<file path="src/rtl/core_pkg.sv">
// core package: shared types for the branch predictor slice.
//   bool_t               single-bit flag
//   peval_width          number of parallel prediction lookup ports
//   branch_pred_req_t    lookup request (base_pc)
//   branch_pred_rsp_t    lookup response (branch_taken, eval_alt)
//   branch_pred_fb_t     resolved-branch feedback (valid, base_pc, targ_pc, branch_taken)
//   bp_ctr_e             2-bit saturating counter encoding, BP_CTR_INIT reset value
//   bp_state_e           predictor FSM states
package core;

  typedef logic bool_t;

  localparam int unsigned peval_width       = 2;
  localparam int unsigned pc_width          = 32;
  localparam int unsigned bp_idx_width_dflt = 6;

  typedef logic [pc_width-1:0] pc_t;

  typedef struct packed {
    pc_t base_pc;
  } branch_pred_req_t;

  typedef struct packed {
    bool_t branch_taken;
    bool_t eval_alt;
  } branch_pred_rsp_t;

  typedef struct packed {
    bool_t valid;
    pc_t   base_pc;
    pc_t   targ_pc;
    bool_t branch_taken;
  } branch_pred_fb_t;

  typedef enum logic [1:0] {
    BP_CTR_SNT = 2'b00,
    BP_CTR_WNT = 2'b01,
    BP_CTR_WT  = 2'b10,
    BP_CTR_ST  = 2'b11
  } bp_ctr_e;

  localparam bp_ctr_e BP_CTR_INIT = BP_CTR_WNT;

  typedef enum logic {
    BP_INIT,
    BP_RUN
  } bp_state_e;

  // Weak states are the ones where the prediction may flip on the next update.
  function automatic bool_t bp_ctr_weak(input bp_ctr_e c);
    return (c == BP_CTR_WNT) || (c == BP_CTR_WT);
  endfunction

endpackage

</file>
<file path="src/rtl/bp_sat_counter.sv">
// bp_sat_counter: combinational next value of a 2-bit saturating counter.
//   ctr_i  current counter value
//   inc_i  1 = step toward strong-taken, 0 = step toward strong-not-taken
//   ctr_o  next counter value, saturating at BP_CTR_ST / BP_CTR_SNT
module bp_sat_counter
  import core::*;
(
  input  bp_ctr_e ctr_i,
  input  logic    inc_i,
  output bp_ctr_e ctr_o
);

  always_comb begin
    ctr_o = ctr_i;
    unique case (ctr_i)
      BP_CTR_SNT: ctr_o = inc_i ? BP_CTR_WNT : BP_CTR_SNT;
      BP_CTR_WNT: ctr_o = inc_i ? BP_CTR_WT  : BP_CTR_SNT;
      BP_CTR_WT:  ctr_o = inc_i ? BP_CTR_ST  : BP_CTR_WNT;
      BP_CTR_ST:  ctr_o = inc_i ? BP_CTR_ST  : BP_CTR_WT;
    endcase
  end

endmodule

</file>
<file path="src/rtl/branch_predictor.sv">
// branch_predictor: bimodal table of 2-bit saturating counters.
// After reset the table is walked one entry per cycle (INIT) writing weak-not-taken,
// then predictions are served (RUN) and trained by resolved-branch feedback.
//   clk              system clock, all state on rising edge
//   rst              synchronous active-high reset
//   branch_pred_req  per-port lookup requests (base_pc)
//   branch_pred_rsp  per-port combinational predictions (branch_taken, eval_alt)
//   branch_pred_fb   resolved-branch feedback (valid, base_pc, targ_pc, branch_taken)
//   bp_ready         table initialised, predictions meaningful
// Optional feature macro: BRANCH_PRED_GSHARE_EN -- XORs a global taken/not-taken
// history register into both the lookup and the update index.
module branch_predictor
  import core::*;
#(
  parameter int unsigned bp_idx_width = bp_idx_width_dflt
) (
  input  logic             clk,
  input  bool_t            rst,
  input  branch_pred_req_t branch_pred_req [peval_width],
  output branch_pred_rsp_t branch_pred_rsp [peval_width],
  input  branch_pred_fb_t  branch_pred_fb,
  output bool_t            bp_ready
);

  localparam int unsigned Depth = 2 ** bp_idx_width;

  typedef logic [bp_idx_width-1:0] idx_t;

  bp_ctr_e   table_q [Depth];
  bp_state_e state_q, state_d;
  idx_t      init_idx_q, init_idx_d;
  idx_t      hist_cur;

  logic      tbl_we;
  idx_t      tbl_widx;
  bp_ctr_e   tbl_wdata;

  idx_t      fb_idx;
  bp_ctr_e   fb_ctr_cur;
  bp_ctr_e   fb_ctr_nxt;

`ifdef BRANCH_PRED_GSHARE_EN
  idx_t hist_q, hist_d;
  assign hist_cur = hist_q;
`else
  assign hist_cur = '0;
`endif

  assign bp_ready = (state_q == BP_RUN) && !rst;

  // Feedback path: update index uses the history before this cycle's shift.
  assign fb_idx     = branch_pred_fb.base_pc[bp_idx_width+1:2] ^ hist_cur;
  assign fb_ctr_cur = table_q[fb_idx];

  bp_sat_counter u_sat (
    .ctr_i (fb_ctr_cur),
    .inc_i (branch_pred_fb.branch_taken),
    .ctr_o (fb_ctr_nxt)
  );

  always_comb begin
    state_d    = state_q;
    init_idx_d = init_idx_q;
    tbl_we     = 1'b0;
    tbl_widx   = init_idx_q;
    tbl_wdata  = BP_CTR_INIT;
`ifdef BRANCH_PRED_GSHARE_EN
    hist_d     = hist_q;
`endif
    unique case (state_q)
      BP_INIT: begin
        tbl_we     = 1'b1;
        init_idx_d = init_idx_q + idx_t'(1);
`ifdef BRANCH_PRED_GSHARE_EN
        hist_d     = '0;
`endif
        if (init_idx_q == '1) begin
          state_d = BP_RUN;
        end
      end
      BP_RUN: begin
        if (branch_pred_fb.valid) begin
          tbl_we    = 1'b1;
          tbl_widx  = fb_idx;
          tbl_wdata = fb_ctr_nxt;
`ifdef BRANCH_PRED_GSHARE_EN
          hist_d    = {hist_q[bp_idx_width-2:0], branch_pred_fb.branch_taken};
`endif
        end
      end
    endcase
    // Reset wins over any table write scheduled by the current state.
    if (rst) begin
      tbl_we = 1'b0;
    end
  end

  always_ff @(posedge clk) begin
    if (rst) begin
      state_q    <= BP_INIT;
      init_idx_q <= '0;
`ifdef BRANCH_PRED_GSHARE_EN
      hist_q     <= '0;
`endif
    end else begin
      state_q    <= state_d;
      init_idx_q <= init_idx_d;
`ifdef BRANCH_PRED_GSHARE_EN
      hist_q     <= hist_d;
`endif
    end
  end

  // Table carries no reset: the INIT walk defines every entry before bp_ready.
  always_ff @(posedge clk) begin
    if (tbl_we) begin
      table_q[tbl_widx] <= tbl_wdata;
    end
  end

  // Lookups read registered state only, so same-cycle feedback is not bypassed.
  for (genvar p = 0; p < int'(peval_width); p++) begin : g_lookup
    idx_t             rd_idx;
    bp_ctr_e          rd_ctr;
    branch_pred_rsp_t rsp;
    logic             unused_req_bits;

    assign rd_idx           = branch_pred_req[p].base_pc[bp_idx_width+1:2] ^ hist_cur;
    assign rd_ctr           = table_q[rd_idx];
    assign rsp.branch_taken = bp_ready & rd_ctr[1];
    assign rsp.eval_alt     = bp_ready & bp_ctr_weak(rd_ctr);
    assign branch_pred_rsp[p] = rsp;
    assign unused_req_bits  = ^{branch_pred_req[p].base_pc[pc_width-1:bp_idx_width+2],
                                branch_pred_req[p].base_pc[1:0]};
  end

  logic unused_fb_bits;
  assign unused_fb_bits = ^{branch_pred_fb.targ_pc,
                            branch_pred_fb.base_pc[pc_width-1:bp_idx_width+2],
                            branch_pred_fb.base_pc[1:0]};

endmodule

</file>
<file path="config.mk">
export PLATFORM = sky130hd
export DESIGN_NAME = branch_predictor
export DESIGN_NICKNAME = d
export VERILOG_FILES = /design/src/rtl/core_pkg.sv /design/src/rtl/bp_sat_counter.sv /design/src/rtl/branch_predictor.sv
export SDC_FILE = /design/constraint.sdc
export NUM_CORES = 1
export LEC_CHECK = 0
export CAP_MARGIN = 10
export CORE_ASPECT_RATIO = 1.75
export CORE_MARGIN = 3
export CORE_UTILIZATION = 49
export CTS_CLUSTER_SIZE = 10
export DETAILED_ROUTE_END_ITERATION = 6
export PLACE_DENSITY = 0.83
export SKIP_CTS_REPAIR_TIMING = 1
export SLEW_MARGIN = 20
export SYNTH_ARGS = -nofsm -noshare
export SYNTH_HDL_FRONTEND = slang
export SYNTH_HIERARCHICAL = 1
export SYNTH_SLANG_ARGS = --single-unit
</file>
<file path="constraint.sdc">
create_clock -name clk -period 5.3 [get_ports clk]
set_input_delay 1.06 -clock clk [delete_from_list [all_inputs] [get_ports clk]]
set_output_delay 1.06 -clock clk [all_outputs]
set_load 0.005 [all_outputs]
</file>
==> impl_metrics.csv, run 1 <==
group,metric,value,unit
outcome,status,"finished with violations",
outcome,violations,"DRC",
drt,top_layer,"met4",
critical_path,cp_max_fo,16,
synthesis,synth_fp_nets,652,
power_and_ir_drop,p_leak,3.16,nW
synthesis,ys_types,51,
critical_path,crit_type,"in -> out",
timing,fin_tns_setup,0,ns
die,die_width,103,um
die,ioPinCount,137,
die,die_h,175,um
synthesis,yosysMostFrequentCell,"edfxtp_1",
flow_run,drv_cap,0,
drt,wl_met1,6.80,mm
power_and_ir_drop,totalPowerFinal,2.67,mW
timing,drv_slew,0,
drt,viasPerCell,7.19,
synthesis,async_flop_share,0,
synthesis,synth_seq_cells,135,
clock_tree,clk_latency,0.42,ns
drt,post-route-drc-count,3,
critical_path,cp.required,4.24,ns
global_route,antenna_found_initial,0,
clock_tree,htree_levels,4,
drt,wl,22.1,mm
global_route,grt_pass1_vias,5648,
power_and_ir_drop,ir_drop,0.231,mV
clock_tree,cts_tree,"done",
global_route,grt_usage,0.259,
die,rows,61,
finish,nFillCells,1137,
timing,period_share,0.938,
global_route,grt_overflow_total,0,
die,start_util,0.503,
power_and_ir_drop,p_per_area,290,mW/mm2
synthesis,ys_seq_area_frac,0.496,
clock_tree,cts_made_buffers,17,
synthesis,yosys_warnings,6,
die,die_area,0.0180,mm2
timing,rsz0062_at_grt,"false",
drt,vias,5395,
synthesis,synth_cells,519,
synthesis,ys_top_cells_by_area,"edfxtp_1 48%, mux4_2 25%, mux4_1 4.9%",
timing,skew,0.0105,ns
clock_tree,clk_pin_slew,0.06,ns
timing,slew_headroom,0.361,
placement,hpwl,15.0,mm
drt,postRouteAntennaNets,0,
clock_tree,clockRootBuffer,"clkbuf_16",
finish,diodes,0,
finish,drive_gt1_frac,0.298,
critical_path,crit_arrival,3.91,ns
critical_path,start_kind,"input port",
placement,io_buffer_count,26,
timing,setup_violations,0,
timing,period_minus_slack,4.97,ns
finish,syn2layout_area_growth,14.4,%
placement,gp_congestion,0.896,
die,core,0.0160,mm2
synthesis,synth_top_area_frac,0.479,
synthesis,ys.flop_type,"edfxtp_1",
timing,fmax,201,MHz
drt,wire_per_inst,29.5,um
drt,initialDrtViolationCount,637,
clock_tree,cts_buffer_depth,2,
timing,hold_viol,0,
critical_path,worstSetupEndpointType,"primary output",
timing,tightestPinTransition,0.958,ns
global_route,grt_first_pass_wirelength,33.4,mm
clock_tree,cts_sinks,135,
finish,nNetsFinal,681,
synthesis,synth_edf_count,128,
finish,final_util,0.576,
synthesis,synthTopCellsByCount,"128 x edfxtp_1, 90 x mux4_2, 75 x nor2_1",
drt,dr_wl_met3,1.57,mm
hold_path,hp-class,"reg -> reg",
drt,dr.pass1.iters,7,
drt,dr_wl_met2,11.8,mm
global_route,grt_max_degree,65,
synthesis,avgSynthCellArea,15.5,um2
synthesis,synth_largest_area_cell,"edfxtp_1",
synthesis,syn_area,0.00803,mm2
routing by layer:
layer	up-vias	track usage
met5	-	0
li1	2198	-
met3	117	0.0477
met4	0	0.191
met2	389	0.445
met1	2691	0.274
cell type report:
| cell class | instances | area (um2) | share of cell area |
|---|---|---|---|
| inverters | 5 | 18.8 | 0.00204 |
| repair buffers | 49 | 483 | 0.0526 |
| clock inverters | 14 | 199 | 0.0217 |
| well taps | 189 | 236 | 0.0258 |
| multi-input cells | 340 | 3830 | 0.417 |
| clock buffers | 18 | 429 | 0.0467 |
| flip-flops and latches | 135 | 3980 | 0.434 |
report_power, final:
group          switching, mW  total [mW]  leakage (nW)  internal (mW)
Sequential           0.00485        1.16          1.35           1.15
Combinational          0.127       0.251          1.50          0.124
Clock                  0.465        1.26         0.305          0.792
Total                  0.597        2.67          3.16           2.07
flip-flops by register name, summed over array words and instances (netlist names):
| register | count |
|---|---|
| state_q | 1 |
| init_idx_q | 6 |
| table_q | 128 |
final timing paths:
path,startpoint,end,cells past startpoint,slack [ns]
setup / recovery,branch_pred_req[34],branch_pred_rsp[3],8,0.33
hold / removal,init_idx_q[0],init_idx_q[0],2,0.55
hold reg to reg,init_idx_q[0],init_idx_q[0],2,0.55
setup reg to reg,table_q[8][1],table_q[19][0],8,2.13
kinds of logic (layout without fill, tap and decap cells):
| family | count (synthesis) | in the layout | synth area share |
|---|---|---|---|
| DFF | 135 | 135 | 0.496 |
| AOI/OAI and AO/OA | 49 | 49 | 0.0412 |
| buffers and inverters | 44 | 86 | 0.0265 |
| adders and majority gates | 3 | 3 | 0.00437 |
| and+or+nand+nor | 146 | 146 | 0.0820 |
| xor gates and xnor gates | 2 | 2 | 0.00218 |
| muxes | 140 | 140 | 0.347 |
worst max-delay path, stage by stage:
cell,delay (ns)
clkdlybuf4s50_1,0.50
buf_12,0.18
mux4_1,0.67
mux2_2,0.34
a2111oi_1,0.44
a211o_1,0.19
nor3_1,0.05
clkdlybuf4s50_1,0.46
per-stage QoR:
stage | instances | setup WS (ns) | hold slack [ns] | instance area, um2
floorplan | 519 | 0.734 | 0.481 | 8030
detailed placement | 712 | 0.0876 | 0.537 | 8510
CTS | 744 | 0.0950 | 0.549 | 9130
finish | 750 | 0.327 | 0.551 | 9180
global route | 750 | 0.279 | 0.577 | 9180
global placement | 712 | 0.107 | 0.504 | 8510
cell usage in the layout (no fill, tap or decap), types with 2 or more instances in the layout:
| cell | count |
|---|---|
| edfxtp_1 | 128 |
| mux4_2 | 90 |
| nor2_1 | 75 |
| nand2_1 | 27 |
| mux2i_1 | 22 |
| clkdlybuf4s50_1 | 22 |
| buf_4 | 18 |
| clkbuf_16 | 17 |
| mux4_1 | 15 |
| a21oi_1 | 14 |
| mux2_2 | 13 |
| nor2b_1 | 8 |
| o21ai_0 | 8 |
| nand2b_1 | 8 |
| dfxtp_1 | 7 |
| or3_1 | 6 |
| nand3_1 | 6 |
| inv_1 | 5 |
| buf_12 | 5 |
| o31ai_1 | 4 |
| clkinv_4 | 4 |
| bufinv_16 | 4 |
| or2_2 | 3 |
| nand3b_1 | 3 |
| nor3_1 | 3 |
| o21a_1 | 3 |
| inv_6 | 3 |
| buf_2 | 3 |
| a211oi_1 | 2 |
| nor3b_1 | 2 |
| a31oi_1 | 2 |
| a22oi_1 | 2 |
| a211o_1 | 2 |
| clkinv_2 | 2 |
| maj3_2 | 2 |
Note: power is estimated with default switching activity, not from simulation.
==> inputs of run 2 (changes only) <==
--- a/config.mk
+++ b/config.mk
@@ -9,7 +9,6 @@
 export CORE_ASPECT_RATIO = 1.75
 export CORE_MARGIN = 3
 export CORE_UTILIZATION = 49
-export CTS_CLUSTER_SIZE = 10
 export DETAILED_ROUTE_END_ITERATION = 6
 export PLACE_DENSITY = 0.83
 export SKIP_CTS_REPAIR_TIMING = 1
==> results of run 2 <==
Same layout as run 1: the final DEF is identical, and so are final timing and power.
